$ cat src/rtl/mem_arbiter.sv
// mem_arbiter: shares one single-port 16-bit memory between the instruction
// fetch port and the data (load/store) port. One requester is granted at a
// time, the command is held for LATENCY cycles, the write (if any) happens in
// the last cycle of that window, and a one-cycle ready pulse follows.
//
// Optional feature macro: ARB_RR_EN
//   defined   -> round-robin arbitration on conflict (loser of the previous
//                grant wins)
//   undefined -> fixed priority, data port wins on conflict
module mem_arbiter #(
    parameter int ADDR_WIDTH = 16,
    parameter int LATENCY    = 4
) (
    input  logic                  clk,
    input  logic                  rst,
    input  logic                  if_req,
    input  logic [ADDR_WIDTH-1:0] if_addr,
    output logic                  if_ready,
    output logic [15:0]           if_data,
    input  logic                  d_req,
    input  logic                  d_wr,
    input  logic [ADDR_WIDTH-1:0] d_addr,
    input  logic [15:0]           d_wdata,
    output logic                  d_ready,
    output logic [15:0]           d_rdata,
    output logic                  mem_en,
    output logic                  mem_wr,
    output logic [ADDR_WIDTH-1:0] mem_addr,
    output logic [15:0]           mem_wdata,
    input  logic [15:0]           mem_rdata,
    output logic                  busy
);

    localparam logic [1:0] S_IDLE = 2'd0;
    localparam logic [1:0] S_BUSY = 2'd1;
    localparam logic [1:0] S_DONE = 2'd2;

    // Count starts at LATENCY-1 so that count==0 marks the last BUSY cycle.
    localparam logic [3:0] CNT_LOAD = 4'(LATENCY - 1);

    logic [1:0]            state;
    logic [3:0]            count;
    logic                  grant_d;   // 1 = data port owns the current access
    logic                  lat_wr;
    logic [ADDR_WIDTH-1:0] lat_addr;
    logic [15:0]           lat_wdata;
    logic                  pick_d;    // arbitration result for this IDLE cycle
    logic                  last_step; // final cycle of the access window

`ifdef ARB_RR_EN
    logic last_grant_d;

    // Round-robin: on conflict the port that did not win last time wins.
    assign pick_d = d_req && (!if_req || !last_grant_d);

    // Remember who got the most recent grant; resets to fetch so the first
    // conflict goes to the data port.
    always_ff @(posedge clk or negedge rst) begin
        if (!rst) begin
            last_grant_d <= 1'b0;
        end else if (state == S_IDLE && (if_req || d_req)) begin
            last_grant_d <= pick_d;
        end
    end
`else
    // Fixed priority: data port wins whenever it requests.
    assign pick_d = d_req;
`endif

    assign last_step = (state == S_BUSY) && (count == 4'd0);

    // Outputs decoded from registered state only; an asynchronous reset
    // therefore drops mem_en and mem_wr without waiting for a clock edge.
    assign mem_en    = (state == S_BUSY);
    assign mem_wr    = last_step && lat_wr;
    assign mem_addr  = lat_addr;
    assign mem_wdata = lat_wdata;
    assign busy      = (state != S_IDLE);

    // Sequencer: grant in IDLE, count down in BUSY, pulse ready in DONE.
    always_ff @(posedge clk or negedge rst) begin
        if (!rst) begin
            state     <= S_IDLE;
            count     <= 4'd0;
            grant_d   <= 1'b0;
            lat_wr    <= 1'b0;
            lat_addr  <= '0;
            lat_wdata <= '0;
            if_ready  <= 1'b0;
            d_ready   <= 1'b0;
            if_data   <= '0;
            d_rdata   <= '0;
        end else begin
            // NOTE: non-blocking assignments here so every register samples
            // the pre-edge values, independent of statement order.
            if_ready <= 1'b0;
            d_ready  <= 1'b0;
            case (state)
                S_IDLE: begin
                    if (if_req || d_req) begin
                        grant_d   <= pick_d;
                        lat_addr  <= pick_d ? d_addr : if_addr;
                        lat_wr    <= pick_d && d_wr;
                        lat_wdata <= pick_d ? d_wdata : 16'h0000;
                        count     <= CNT_LOAD;
                        state     <= S_BUSY;
                    end
                end
                S_BUSY: begin
                    if (count == 4'd0) begin
                        // Reads capture the memory word; stores leave the
                        // read-data registers untouched.
                        if (!lat_wr) begin
                            if (grant_d) d_rdata <= mem_rdata;
                            else         if_data <= mem_rdata;
                        end
                        if_ready <= !grant_d;
                        d_ready  <= grant_d;
                        state    <= S_DONE;
                    end else begin
                        count <= count - 4'd1;
                    end
                end
                S_DONE: begin
                    state <= S_IDLE;
                end
                default: begin
                    state <= S_IDLE;
                end
            endcase
        end
    end

endmodule

$ cat config.mk
export PLATFORM = sky130hd
export DESIGN_NAME = mem_arbiter
export DESIGN_NICKNAME = d
export VERILOG_FILES = /design/src/rtl/mem_arbiter.sv
export SDC_FILE = /design/constraint.sdc
export NUM_CORES = 1
export LEC_CHECK = 0
export ABC_AREA = 1
export CORE_AREA = 10 10 97 99
export CTS_BUF_LIST = sky130_fd_sc_hd__clkbuf_4
export CTS_CLUSTER_DIAMETER = 200
export DETAILED_ROUTE_END_ITERATION = 12
export DIE_AREA = 0 0 107 109
export MAX_ROUTING_LAYER = met4
export PLACE_DENSITY = 0.84
export SLEW_MARGIN = 20
export SYNTH_ARGS = -nofsm -noshare
export SYNTH_HDL_FRONTEND = slang
export SYNTH_SLANG_ARGS = --single-unit
$ cat constraint.sdc
create_clock -name clk -period 1.8 [get_ports clk]
set_clock_uncertainty 0.15 [all_clocks]
set_input_delay 0.36 -clock clk [delete_from_list [all_inputs] [get_ports clk]]
set_output_delay 0.36 -clock clk [all_outputs]
set_load 0.05 [all_outputs]
==> results.md <==
- Pwr dens: 2176 nW/µm²
- Hold Vio Cnt, Final: 0
- R2R Path End: d_rdata[2]$_DFFE_PN0P_
- # nets final: 579
- Crit-path max FO: 2
- P_sw: 5.446 mW
- Startpoint types: register
- Netlist Area Pre-Place: 3141 µm²
- RSZ-0062 raised after global routing: true
- Cells after Synth: 362
- Post-DP HPWL: 6951 µm
- Iter 0 DRT Violations: 125
- CTS tree: done
- Drt wl/cell: 14.33 µm
- Reg power frac: 29.1%
- DP Cell Count: 596
- Post-Syn Area per Cell: 8.675 µm²
- Origin of the critical flop-to-flop path: count[0]$_DFFE_PN0P_
- Grt total ovfl: 0
- Port Buffer Count: 137
- CTS sink count: 74
- HP Start: d_req
- Initial antenna violation count: 0
- Worst EP required: 1.29 ns
- Area delta synth->final: 50.92%
- Die area: 11660 µm²
- Switching part of the total power: 52.80%
- Die H: 109 µm
- Core footprint: 7527 µm²
- Sequential share of the synthesized area: 58.96%
- Gpl congestion: 0.8094
- CTS Buf Count: 9
- Final wirelength: 8812 µm
- Worst Slack Setup Final: -0.2140 ns
- Largest net degree at the start of global routing: 39
- Final setup viols: 2
- H-tree levels: 3
- Failing checks: setup timing
- Antenna-violating nets left: 0
- Hold depth: 3
- Clk root buf: clkbuf_4
- Worst slack at placement: 0.1017 ns
- Worst-path clk slew: 0.12 ns
- Fin crit period: 2.014 ns
- Leakage: 2.439 nW
- Logic pwr share: 61.0%
- Slew headroom: 75.71%
- DR vias: 2857
- Min-Delay Path Class: in -> reg
- Worst-skew pair later-pin latency: 0.40 ns
- DR vias/cell: 4.646
- Placed cell area: 4543 µm²
- Seq cells post-synth: 74
- Reg2reg path depth: 7
- Area contributors post-synth: dfrtp_1 (59%), nand2_1 (18%), nand3_1 (5.7%), o21ai_0 (5.7%), inv_1 (2.7%)
- Hold Path Sink: lat_wr$_DFFE_PN0P_
- Core Rows: 32
- Area leader, netlist: dfrtp_1
- Vias in the first global route: 2859
- Synth top area share: 58.96%
- Final std cells w/o fill: 615
- Ports: 138
- Cell Int Power: 4.868 mW
- Unique masters post-synth: 24
- Residual DRC: 0
- Worst R2R Setup Slack: 0.18 ns
- Clock network power share: 10.0%
- Die width: 107 µm
- Max Slew Vio Count: 0
- CP endpoint kind: output pin
- Initial core utilization: 41.72%
- Total of max-cap violations: 0
- Max frequency: 496.5 MHz
- GRT Overall Usage: 15.35%
- Clock Path Buffers: 2
- Status: complete, but fails checks
- Number of fill cells in the layout: 675
- DR pass1 iterations: 4
- Max VDD drop: 925.8 µV
- Antenna diodes: 0
- Yosys warning count: 0
- Syn Nets: 433
- First-pass GRT wire length: 13940 µm
- Crit Path Category: reg -> out
- Final period util: 111.9%
- Worst-Margin Slew: 0.3643 ns
- Fin area: 4740 µm²
- Worst Path Arrival: 1.50 ns
- Layout cells sized above 1: 23.59%
## layout by cell type, fill, tap and decap left out, types with 2 or more instances in the layout
cell | Yosys | final
nand3_1 | 36 | 36
buf_12 | 0 | 6
o21ai_0 | 36 | 36
clkinvlp_4 | 0 | 2
dfrtp_1 | 74 | 74
nand2_1 | 151 | 150
inv_2 | 1 | 5
nand2_4 | 1 | 2
buf_4 | 1 | 78
clkinv_4 | 0 | 2
nor2_2 | 2 | 4
nor2_4 | 2 | 3
nor2_1 | 8 | 5
clkdlybuf4s50_1 | 0 | 66
clkbuf_4 | 0 | 10
inv_1 | 23 | 19
## cells in the mapped netlist
library cell,number
nand2_4,1
buf_1,1
ha_1,2
inv_2,1
a22o_1,1
o21ai_1,1
o21ai_0,36
buf_4,1
o21ai_2,1
nand2_1,151
nor3_4,1
inv_4,1
nand2_2,1
nand3_1,36
nand4_1,1
inv_1,23
buf_6,3
clkbuf_1,5
xor2_1,1
dfrtp_1,74
nor2_2,2
buf_2,8
nor2_1,8
nor2_4,2
## worst max-delay path: stages (launching register included)
cell     delay, ns
dfrtp_1       0.41
inv_2         0.08
ha_4          0.15
nand2_4       0.06
nor2_4        0.09
inv_2         0.05
nor2_4        0.11
buf_12        0.14
## worst max path at each step
| stage | startpoint | end | slack [ns] | depth (start not counted) |
|---|---|---|---|---|
| after floorplan | state[0]$_DFFE_PN0P_ | mem_wr | -0.13 | 6 |
| after global placement | count[0]$_DFFE_PN0P_ | mem_wr | 0.16 | 7 |
| after detailed placement | count[0]$_DFFE_PN0P_ | mem_wr | 0.10 | 7 |
| after CTS | count[0]$_DFFE_PN0P_ | mem_wr | -0.24 | 7 |
| after global routing | count[0]$_DFFE_PN0P_ | mem_wr | -0.32 | 7 |
| final | count[0]$_DFFE_PN0P_ | mem_wr | -0.21 | 7 |
## per-stage QoR
stage	TNS (ns)	power (mW)	utilization [%]	hold slack, ns
finish	-0.2575	10.31	62.97	0.1376
global placement	0	9.148	60.36	0.1512
floorplan	-0.1283	7.063	-	-0.08559
global route	-0.5296	10.93	62.97	0.1231
CTS	-0.4118	10.46	63.12	0.1125
detailed placement	0	9.292	60.36	0.1539
## repair_timing
item / 4_1_cts / 5_1_grt
hold buffers: 1 / 0
gates resized for setup: 12 / 0
endpoints found under the setup margin: 3 / 3
pin swaps: 5 / 1
gates cloned: 0 / 0
endpoints found under the hold margin: 24 / 0
buffers inserted: 3 / 1
## layer usage
| layer | up-vias | part of all wire (%) | global-route usage, % |
|---|---|---|---|
| met2 | 114 | 46 | 24.01 |
| li1 | 1432 | - | - |
| met1 | 1304 | 46 | 18.18 |
| met3 | 7 | 7.6 | 5.782 |
| met4 | 0 | 0.87 | 4.352 |
| met5 | - | 0 | - |
## layout make-up
| cell class | instances | area (µm²) | share of cell area (%) |
|---|---|---|---|
| Tap cell | 102 | 127.6 | 2.693 |
| Sequential cell | 74 | 1852 | 39.07 |
| Inverter | 25 | 96.34 | 2.033 |
| Clock buffer | 10 | 75.07 | 1.584 |
| Multi-Input combinational cell | 245 | 1129 | 23.81 |
| Clock inverter | 6 | 67.56 | 1.426 |
| Timing Repair Buffer | 153 | 1393 | 29.38 |
## state kept, by name, indices dropped and copies added (netlist names)
name,flops
state,2
count,4
lat_wr,1
grant_d,1
if_ready,1
if_data,16
mem_addr,16
mem_wdata,16
d_rdata,16
d_ready,1
## power groups by stage
stage / combinational (mW) / clock (mW) / sequential, mW
finish: 6.29 / 1.03 / 3.00
global route: 6.71 / 1.13 / 3.09
global placement: 6.16 / 0 / 2.99
CTS: 6.40 / 1.06 / 3.00
detailed placement: 6.28 / 0 / 3.01
floorplan: 1.51 / 0 / 5.55
## logic make-up (layout without fill, tap and decap cells)
group	Yosys count	in the layout	synth area share [%]
compound gates	39	39	6.454
flops	74	74	58.96
simple gates	203	203	27.13
buf+inv	43	194	6.374
fa+ha+maj	2	2	0.7967
xor+xnor	1	1	0.2789
(Power assumes the default switching activity.)
